`src/rtl/sram_req_arbiter.sv`:
```
// Two-requester (instruction fetch / load-store) arbiter onto one SRAM-like port.
// Data wins ties, a stalled winner stays locked, and an owner FIFO routes in-order responses.
module sram_req_arbiter #(
  parameter int DEPTH = 4
) (
  input  logic        clk,
  input  logic        reset,

  input  logic        inst_req,
  input  logic [1:0]  inst_size,
  input  logic [31:0] inst_addr,
  output logic        inst_addr_ok,
  output logic        inst_data_ok,
  output logic [31:0] inst_rdata,

  input  logic        data_req,
  input  logic        data_wr,
  input  logic [1:0]  data_size,
  input  logic [3:0]  data_wstrb,
  input  logic [31:0] data_addr,
  input  logic [31:0] data_wdata,
  output logic        data_addr_ok,
  output logic        data_data_ok,
  output logic [31:0] data_rdata,

  output logic        mem_req,
  output logic        mem_wr,
  output logic [1:0]  mem_size,
  output logic [3:0]  mem_wstrb,
  output logic [31:0] mem_addr,
  output logic [31:0] mem_wdata,
  input  logic        mem_addr_ok,
  input  logic        mem_data_ok,
  input  logic [31:0] mem_rdata
);

  localparam int PTR_W = (DEPTH > 1) ? $clog2(DEPTH) : 1;
  localparam int CNT_W = PTR_W + 1;

  logic             lock_q, lock_d;
  logic             lock_owner_q, lock_owner_d;
  logic [DEPTH-1:0] own_q, own_d;
  logic [PTR_W-1:0] wr_ptr_q, wr_ptr_d;
  logic [PTR_W-1:0] rd_ptr_q, rd_ptr_d;
  logic [CNT_W-1:0] count_q, count_d;

  logic owner_req;
  logic grant_data;
  logic grant_req;
  logic fifo_full;
  logic fifo_empty;
  logic push;
  logic pop;
  logic head_owner;

  // A held lock only counts while its owner still requests, so a dropped owner
  // releases the port in the same cycle instead of wasting one.
  always_comb begin
    owner_req  = lock_owner_q ? data_req : inst_req;
    grant_data = data_req;
    if (lock_q && owner_req) begin
      grant_data = lock_owner_q;
    end
    grant_req = grant_data ? data_req : inst_req;
  end

  assign fifo_full  = (count_q == CNT_W'(DEPTH));
  assign fifo_empty = (count_q == '0);
  assign head_owner = own_q[rd_ptr_q];

  always_comb begin
    mem_req   = grant_req & ~fifo_full;
    mem_wr    = 1'b0;
    mem_size  = inst_size;
    mem_wstrb = 4'h0;
    mem_addr  = inst_addr;
    mem_wdata = 32'h0;
    if (grant_data) begin
      mem_wr    = data_wr;
      mem_size  = data_size;
      mem_wstrb = data_wstrb;
      mem_addr  = data_addr;
      mem_wdata = data_wdata;
    end
  end

  assign push = mem_req & mem_addr_ok;
  assign pop  = mem_data_ok & ~fifo_empty;

  assign inst_addr_ok = push & ~grant_data;
  assign data_addr_ok = push &  grant_data;
  assign inst_data_ok = pop  & ~head_owner;
  assign data_data_ok = pop  &  head_owner;
  assign inst_rdata   = mem_rdata;
  assign data_rdata   = mem_rdata;

  always_comb begin
    lock_d       = 1'b0;
    lock_owner_d = lock_owner_q;
    own_d        = own_q;
    wr_ptr_d     = wr_ptr_q;
    rd_ptr_d     = rd_ptr_q;
    count_d      = count_q;

    // Remember who was presented but stalled so the request cannot be swapped mid-handshake.
    if (mem_req && !mem_addr_ok) begin
      lock_d       = 1'b1;
      lock_owner_d = grant_data;
    end

    if (push) begin
      own_d[wr_ptr_q] = grant_data;
      wr_ptr_d        = wr_ptr_q + PTR_W'(1);
    end
    if (pop) begin
      rd_ptr_d = rd_ptr_q + PTR_W'(1);
    end
    if (push && !pop) begin
      count_d = count_q + CNT_W'(1);
    end else if (pop && !push) begin
      count_d = count_q - CNT_W'(1);
    end
  end

  always_ff @(posedge clk) begin
    if (reset) begin
      lock_q       <= 1'b0;
      lock_owner_q <= 1'b0;
      own_q        <= '0;
      wr_ptr_q     <= '0;
      rd_ptr_q     <= '0;
      count_q      <= '0;
    end else begin
      lock_q       <= lock_d;
      lock_owner_q <= lock_owner_d;
      own_q        <= own_d;
      wr_ptr_q     <= wr_ptr_d;
      rd_ptr_q     <= rd_ptr_d;
      count_q      <= count_d;
    end
  end

endmodule

```
`config.mk`:
```
export PLATFORM = sky130hd
export DESIGN_NAME = sram_req_arbiter
export DESIGN_NICKNAME = d
export VERILOG_FILES = /design/src/rtl/sram_req_arbiter.sv
export SDC_FILE = /design/constraint.sdc
export NUM_CORES = 1
export LEC_CHECK = 0
export CORE_AREA = 2 2 111 113
export CTS_BUF_LIST = sky130_fd_sc_hd__clkbuf_4 sky130_fd_sc_hd__clkbuf_8 sky130_fd_sc_hd__clkbuf_16
export DETAILED_ROUTE_END_ITERATION = 8
export DIE_AREA = 0 0 113 115
export DONT_BUFFER_PORTS = 1
export PLACE_DENSITY = 0.31
export SYNTH_ARGS = -nofsm -noshare
export SYNTH_HDL_FRONTEND = slang
export SYNTH_SLANG_ARGS = --single-unit
```
`constraint.sdc`:
```
create_clock -name clk -period 2.64 [get_ports clk]
set_clock_uncertainty 0.1 [all_clocks]
set_input_delay 0.264 -clock clk [delete_from_list [all_inputs] [get_ports clk]]
set_output_delay 0.264 -clock clk [all_outputs]
set_load 0.02 [all_outputs]
```
# Word-level counts from Yosys, hierarchy flattened
# Index checks and enable logic that the tools add are counted.
[word_totals]
reg_bits = 13
[op_classes]
add_sub_neg = 4
order_cmp = 3
eq_ne = 1
n_mux = 16
bitwise_logic = 11
n_reduce_logical = 10
[ops]
columns = ["cell", "n"]
rows = [
  ["32-bit 2-to-1 mux", 2],
  ["1-bit bitwise AND", 7],
  ["1-bit 2-to-1 mux", 7],
  ["2-bit by 3-bit less-than comparator with 1-bit output (second input constant)", 2],
  ["3-bit 2-to-1 mux", 2],
  ["1-bit logical AND", 5],
  ["2-bit by 1-bit adder with 2-bit output (second input constant)", 2],
  ["4-bit bitwise mux", 1],
  ["4-bit 2-to-1 mux", 1],
  ["1-bit NOT", 4],
  ["3-bit by 1-bit adder with 3-bit output (second input constant)", 1],
  ["3-bit equality test (second input constant)", 1],
  ["1-bit zero test", 3],
  ["3-bit zero test", 1],
  ["3-bit by 1-bit subtractor with 3-bit output (second input constant)", 1],
  ["1-bit binary-select mux with 2-bit select", 1],
  ["1-bit demux with 2-bit select", 1],
  ["2-bit by 1-bit greater-or-equal comparator with 1-bit output (second input constant)", 1],
  ["2-bit 2-to-1 mux", 1],
  ["2-bit nonzero test", 1],
]

# Longest topological paths before layout
# Gate-level depths: netlist of the first run.
[depth]
word_depth = 10
mapped_depth = 9
depth_no_buf = 9

# Least setup slack after synthesis of the first run
# Ideal clock, no wire load.
[synth_path]
path_type = "register to register"
from = "register count_q[0]"
to = "register count_q[2]"
setup_ps = 70
arrival_time_ps = 2077
required_time_ps = 2470
setup_slack_ps = 393
stages_incl_launch_ff = 10
n_path_buf = 0
cell_sequence = "dfxtp_1 nor3b_4 or2_2 inv_1 ha_1 inv_1 fa_1 xor2_1 or3_1 a21oi_1"
[synth_between]
elab_chain_len = 7
elab_cells_between_ends = 16
classes_between = "2 x add/sub; 1 x eq/ne; 2 x mux; 5 x bitwise; 6 x reduce/logical"
[synth_lines]
columns = ["element", "line_no", "rtl"]
rows = [
  ["start: declaration", "45", "logic [CNT_W-1:0] count_q, count_d;"],
  ["start signal: assignment", "139", "count_q <= count_d;"],
  ["3-bit equality test *", "67", "assign fifo_full = (count_q == CNT_W'(DEPTH));"],
  ["1-bit NOT *", "72", "mem_req = grant_req & ~fifo_full;"],
  ["1-bit bitwise AND *", "72", ""],
  ["1-bit bitwise AND *", "87", "assign push = mem_req & mem_addr_ok;"],
  ["net push", "52", "logic push;"],
  ["1-bit zero test", "120", "end else if (pop && !push) begin"],
  ["1-bit logical AND", "120", ""],
  ["2-bit nonzero test (no line)", "n/a", ""],
]
# The timed path passes the listed nets; every way through them passes the cells marked *. The select of a mux whose other input is x is not followed.
# A chain may end at the register's enable or synchronous reset.

# Worst setup path in the final report of the first run
# Same ends and word-level chain as after synthesis.

==> impl_metrics.py, run 1 <==
metrics = {
    "detailed_routing": {
        "drt_iter0_drc": 117,
        "drt-vias-per-instance": 4.21,
        "wl_per_cell_um": 24.1,
        "wl_um": 7300,
        "drc_errors": 40,
        "ant_nets": 0,
        "vias": 1276,
        "firstDrtPassIters": 6,
    },
    "setup_path": {
        "startpoint_type": "flop",
        "rr_startpoint": "count_q[0]",
        "worstPathMaxFanout": 5,
        "timing.rr.end": "count_q[2]",
        "reg2reg_depth": 9,
        "crit_required_ps": 2710,
        "crit_end": "count_q[2]",
        "end_kind": "flop",
        "crit_path_start": "count_q[0]",
        "crit_type": "reg2reg",
        "r2r_slack_ps": 300,
        "cp.arrival_ps": 2410,
    },
    "final_layout": {
        "areaGrowthSynthToFinish_pct": -10.9,
        "layout_commonest_cell": "and3_1",
        "nFillCells": 1345,
        "seq_area_um2": 260,
        "final_cell_mix": "and3_1, mux2_2, dfxtp_1",
        "drive_above_1_share_pct": 32.5,
        "nets": 304,
        "finalNonFillerCells": 303,
        "multiInputGateArea_um2": 1050,
    },
    "floorplanning": {
        "initial_core_util_pct": 15.7,
        "die_x_um": 113,
        "core_um2": 11800,
        "rows": 40,
        "io_pins": 283,
        "die_y_um": 115,
        "die_area_um2": 13000,
    },
    "global_route": {
        "grt_pass1_wl_um": 9100,
        "antenna_found_initial": 3,
        "grt_usage_pct": 9.79,
        "grt_pass1_vias": 1262,
        "grt.overflow.total": 0,
        "grt_max_degree": 43,
    },
    "power": {
        "p_int_mw": 0.653,
        "combinationalPowerShare_pct": 46.9,
        "power_density_nw_per_um2": 666,
        "total_power_mw": 1.10,
        "p_sw_share_pct": 40.8,
        "leakage_nw": 0.692,
        "pwr-share-clk_pct": 26.7,
        "ir_drop_mv": 0.388,
        "pwr-share-seq_pct": 26.4,
        "power.switching_mw": 0.450,
    },
    "place": {
        "dpl.cell_count": 296,
        "dp_hpwl_um": 6270,
        "routabilityCongestion": 0.690,
        "port_buffers": 0,
    },
    "hold_path": {
        "hold_class": "in2reg",
    },
    "cts": {
        "htree_levels": 1,
        "cts_root_buf": "clkbuf_16",
        "insertion_delay_ps": 240,
        "cts_resized": 0,
        "cts_buffers": 3,
        "cts_tree": "built",
        "path_clk_slew_ps": 40,
        "clkSinkCount": 13,
        "clockBufferDepth": 2,
        "cts_setup_buffers": 0,
    },
    "timing": {
        "fin_crit_sh_pct": 88.5,
        "rsz0062_at_grt": "no",
        "min_period_ps": 2340,
        "worstMarginPinSlew_ps": 763,
        "tns_ps": 0,
        "timing.hold.ws_ps": 24.9,
        "slew_headroom_pct": 48.9,
        "setup_viol": 0,
        "hold_violations": 0,
        "slew_violations": 0,
        "clock.fmax_ghz": 0.428,
    },
    "synthesis": {
        "ys_seq_area_share_pct": 14.0,
        "synth_edf_count": 0,
        "syn_nets": 367,
        "synthArstFlopShare_pct": 0,
        "synth_seq_cells": 13,
        "avgSynthCellArea_um2": 8.53,
        "netlist_area_um2": 1860,
        "synthFlopType": "dfxtp_1",
        "ys_warn_count": 0,
        "synth_cell_types": 26,
        "syn_inst": 218,
    },
    "run_status": {
        "outcome": "complete, but fails checks",
        "violations": "DRC",
    },
    "job": {
        "maxCapViolations": 0,
    },
}
## synthesized netlist by cell type (2+ instances only)
cell / count / area share [%]
xor2_1: 4 / 1.9
mux2_2: 34 / 21
and3_1: 37 / 12
nor3b_1: 4 / 1.6
nand2b_1: 5 / 1.7
ha_1: 5 / 3.4
o31ai_1: 2 / 0.81
inv_1: 4 / 0.81
nand3b_1: 2 / 0.81
o21ai_0: 2 / 0.54
or3_1: 3 / 1.0
nor2_1: 9 / 1.8
mux2i_1: 6 / 3.2
clkbuf_1: 9 / 1.8
a21oi_1: 3 / 0.81
dfxtp_1: 13 / 14
buf_4: 67 / 27
## sequential cells by signal (all words and copies together) (netlist names)
signal,count
wr_ptr_q,2
rd_ptr_q,2
count_q,3
lock_q,1
lock_owner_q,1
own_q,4
## worst min path at each step
stage,startpoint,cells past startpoint,to
detailed placement,reset,1,count_q[2]
floorplan,reset,2,own_q[0]
global placement,reset,1,wr_ptr_q[0]
global route,reset,1,wr_ptr_q[1]
finish,reset,1,wr_ptr_q[1]
CTS,reset,1,wr_ptr_q[1]
## critical path, cell delays in order (launching register included)
cell	delay (ps)
dfxtp_1	460
nor3b_4	80
or2_2	320
inv_1	90
ha_1	190
inv_1	60
fa_1	370
xor2_1	160
or3_1	300
a21oi_1	130
## metrics by stage
| step | utilization, % | area [um^2] | setup slack, ps |
|---|---|---|---|
| 6_report | 14.0 | 1660 | 303 |
| 5_1_grt | 14.0 | 1650 | 131 |
| 4_1_cts | 14.0 | 1650 | 271 |
| 3_5_place_dp | 13.2 | 1560 | 299 |
| 3_3_place_gp | 13.2 | 1560 | 331 |
| 2_1_floorplan | - | 1860 | 393 |
## final cells by class
type	instances	share of cell area, %
clock buffers	4	4.98
well taps	147	11.1
multi-input cells	125	63.2
flip-flops and latches	13	15.7
inverters	4	0.906
repair buffers	8	3.78
diodes	2	0.302
## metal layers
layer | vias up | track usage (%) | share of wire (%)
met5 | - | 0 | 0
met4 | 0 | 1.54 | 0.37
met3 | 4 | 4.96 | 13
met2 | 131 | 17.5 | 51
met1 | 585 | 10.7 | 35
li1 | 556 | - | -
## power by group through the flow
stage               combinational (mW)  clock, mW  sequential (mW)
global route                     0.569      0.317            0.301
finish                           0.517      0.294            0.291
global placement                 0.527          0            0.295
floorplan                        0.571          0            0.284
CTS                              0.528      0.304            0.293
detailed placement               0.522          0            0.297
## what timing repair did
| action | in CTS | in global routing |
|---|---|---|
| hold buffers | 1 | 0 |
| endpoints found under the setup margin | 0 | 0 |
| hold endpoints to repair | 7 | 0 |
## cells by family after synthesis
| family | count (synthesis) | share of synthesized area (%) |
|---|---|---|
| adder cells (fa/ha/maj) | 6 | 4.44 |
| buffers and inverters | 80 | 29.7 |
| AO/OA/AOI/OAI | 9 | 2.89 |
| multiplexers | 41 | 25.0 |
| XOR/XNOR | 4 | 1.88 |
| AND/OR/NAND/NOR | 65 | 22.1 |
| flip-flops | 13 | 14.0 |
No activity file was read; power rests on OpenSTA's default activity.
==> run 2: changes to the inputs <==
==> config.mk (replaced) <==
export PLATFORM = sky130hd
export DESIGN_NAME = sram_req_arbiter
export DESIGN_NICKNAME = d
export VERILOG_FILES = /design/src/rtl/sram_req_arbiter.sv
export SDC_FILE = /design/constraint.sdc
export NUM_CORES = 1
export LEC_CHECK = 0
export ABC_AREA = 1
export CAP_MARGIN = 15
export CORE_AREA = 2 2 110 112
export CTS_BUF_LIST = sky130_fd_sc_hd__clkbuf_4 sky130_fd_sc_hd__clkbuf_8 sky130_fd_sc_hd__clkbuf_16
export DETAILED_ROUTE_END_ITERATION = 8
export DIE_AREA = 0 0 112 114
export DONT_BUFFER_PORTS = 1
export PLACE_DENSITY = 0.32
export SYNTH_ARGS = -nofsm -noshare
export SYNTH_HDL_FRONTEND = slang
export SYNTH_SLANG_ARGS = --single-unit
==> impl_metrics.py, run 2 <==
metrics = {
    "run_status": {
        "outcome": "completed",
    },
    "final_layout": {
        "final_cell_mix": "nand2_1, nor2_1, inv_1",
        "layout_commonest_cell": "nand2_1",
        "n_antenna_cell": 0,
        "top_register": "own_q",
        "postLayoutCoreUtil_pct": 16.9,
        "areaGrowthSynthToFinish_pct": 2.06,
        "nFillCells": 1382,
        "reg.largest.list": "own_q x4, count_q x3",
        "multiInputGateArea_um2": 927,
        "fin_area_um2": 1980,
        "drive_above_1_share_pct": 15.9,
        "largest_reg_flops": 4,
        "nets": 478,
        "seq_area_um2": 260,
    },
    "synthesis": {
        "ys_top_cells_by_area": "buf_4, nand2_1, dfxtp_1, nor2_1, inv_1",
        "synth_edf_count": 0,
        "avgSynthCellArea_um2": 5.42,
        "synth_cell_types": 20,
        "synth_commonest_cells": "nand2_1, buf_4, nor2_1",
        "ys_seq_area_share_pct": 13.4,
        "syn_nets": 507,
        "synth_seq_cells": 13,
        "netlist_area_um2": 1940,
        "ys_warn_count": 0,
        "syn_inst": 358,
        "synth.top_cell.area_share_pct": 25.5,
        "synthFlopType": "dfxtp_1",
        "synthArstFlopShare_pct": 0,
        "synth_most_common_cell": "nand2_1",
        "yosys.area.top_type": "buf_4",
    },
    "power": {
        "p_sw_share_pct": 46.2,
        "ir_drop_mv": 0.384,
        "power.switching_mw": 0.558,
        "leakage_nw": 1.18,
        "power_density_nw_per_um2": 609,
        "pwr-share-seq_pct": 23.7,
        "p_int_mw": 0.649,
        "pwr-share-clk_pct": 25.0,
        "combinationalPowerShare_pct": 51.3,
    },
    "timing": {
        "worstMarginPinSlew_ps": 592,
        "clock.fmax_ghz": 0.482,
        "fin_crit_sh_pct": 78.6,
        "hold_violations": 0,
        "fin_ws_ps": 566,
        "slew_violations": 0,
        "tns_ps": 0,
        "slew_headroom_pct": 60.5,
        "rsz0062_at_grt": "no",
        "min_period_ps": 2070,
        "timing.hold.ws_ps": 90.8,
        "setup_viol": 0,
    },
    "setup_path": {
        "crit_type": "reg2out",
        "worstPathMaxFanout": 36,
        "end_kind": "output port",
        "startpoint_type": "flop",
        "r2r_slack_ps": 630,
        "crit_required_ps": 2280,
        "cp.arrival_ps": 1710,
    },
    "detailed_routing": {
        "drc_errors": 0,
        "ant_nets": 0,
        "wl_per_cell_um": 14.3,
        "drt_iter0_drc": 115,
        "drt-vias-per-instance": 3.99,
        "firstDrtPassIters": 4,
        "wl_um": 6800,
        "vias": 1896,
    },
    "floorplanning": {
        "io_pins": 283,
        "die_area_um2": 12800,
        "die_y_um": 114,
        "initial_core_util_pct": 16.6,
        "rows": 40,
        "die_x_um": 112,
        "core_um2": 11700,
    },
    "cts": {
        "htree_levels": 1,
        "clockBufferDepth": 2,
        "path_clk_slew_ps": 50,
        "cts_setup_buffers": 0,
        "cts_buffers": 3,
        "cts_resized": 0,
        "hold_buffers": 1,
        "insertion_delay_ps": 240,
        "clkSinkCount": 13,
        "cts_root_buf": "clkbuf_16",
        "cts_tree": "built",
    },
    "hold_path": {
        "hold_class": "in2reg",
    },
    "place": {
        "pre_cts_ws_ps": 636,
        "dp_hpwl_um": 5810,
        "place_area_um2": 1890,
        "routabilityCongestion": 0.761,
        "port_buffers": 0,
    },
    "global_route": {
        "grt_max_degree": 37,
        "grt_pass1_vias": 1661,
        "grt_usage_pct": 9.24,
        "grt_pass1_wl_um": 9290,
        "antenna_found_initial": 0,
        "grt.overflow.total": 0,
    },
    "job": {
        "maxCapViolations": 0,
    },
}
==> run 2: layout make-up <==
| type | count | share of cell area [%] |
|---|---|---|
| well taps | 147 | 9.28 |
| repair buffers | 42 | 16.0 |
| flip-flops and latches | 13 | 13.1 |
| clock buffers | 4 | 4.17 |
| inverters | 56 | 10.6 |
| multi-input cells | 213 | 46.8 |
==> run 2: routing by layer <==
metal | wire, um | vias up | GRT usage [%]
met1 | 2980 | 818 | 12.5
met4 | 132 | 0 | 2.03
met3 | 724 | 20 | 3.45
met2 | 2960 | 133 | 14.0
li1 | - | 925 | -
met5 | 0 | - | 0
==> run 2: logic make-up after synthesis <==
group | after synthesis | share of synthesized area, %
adders and majority gates | 6 | 4.25
DFF | 13 | 13.4
AOI/OAI and AO/OA | 17 | 5.09
and+or+nand+nor | 190 | 38.4
buffers and inverters | 132 | 38.9
==> run 2: power groups by stage <==
stage	logic (mW)	clock network [mW]	registers, mW
5_1_grt	0.700	0.318	0.294
2_1_floorplan	0.617	0	0.282
3_3_place_gp	0.621	0	0.290
3_5_place_dp	0.624	0	0.290
4_1_cts	0.630	0.312	0.286
6_report	0.620	0.302	0.286
==> run 2: path summary, 6_finish.rpt <==
kind	from	to	cells after the start
worst max-delay path	lock_owner_q	mem_addr[30]	6
worst min-delay path	mem_addr_ok	lock_q	3
worst max register to register	count_q[0]	count_q[2]	11
worst min register to register	rd_ptr_q[1]	rd_ptr_q[1]	2
==> run 2: critical path: stages (launching register included) <==
cell and delay, ps:
dfxtp_1 320, inv_1 40, nand3_1 70, nand2_2 180, inv_2 500, nand2_1 140
nand2_1 200
==> run 2: per-stage QoR <==
| step | power, mW | instances |
|---|---|---|
| after CTS | 1.23 | 475 |
| after global routing | 1.31 | 475 |
| final | 1.21 | 475 |
| after detailed placement | 0.914 | 470 |
| after floorplan | 0.899 | 358 |
| after global placement | 0.910 | 470 |
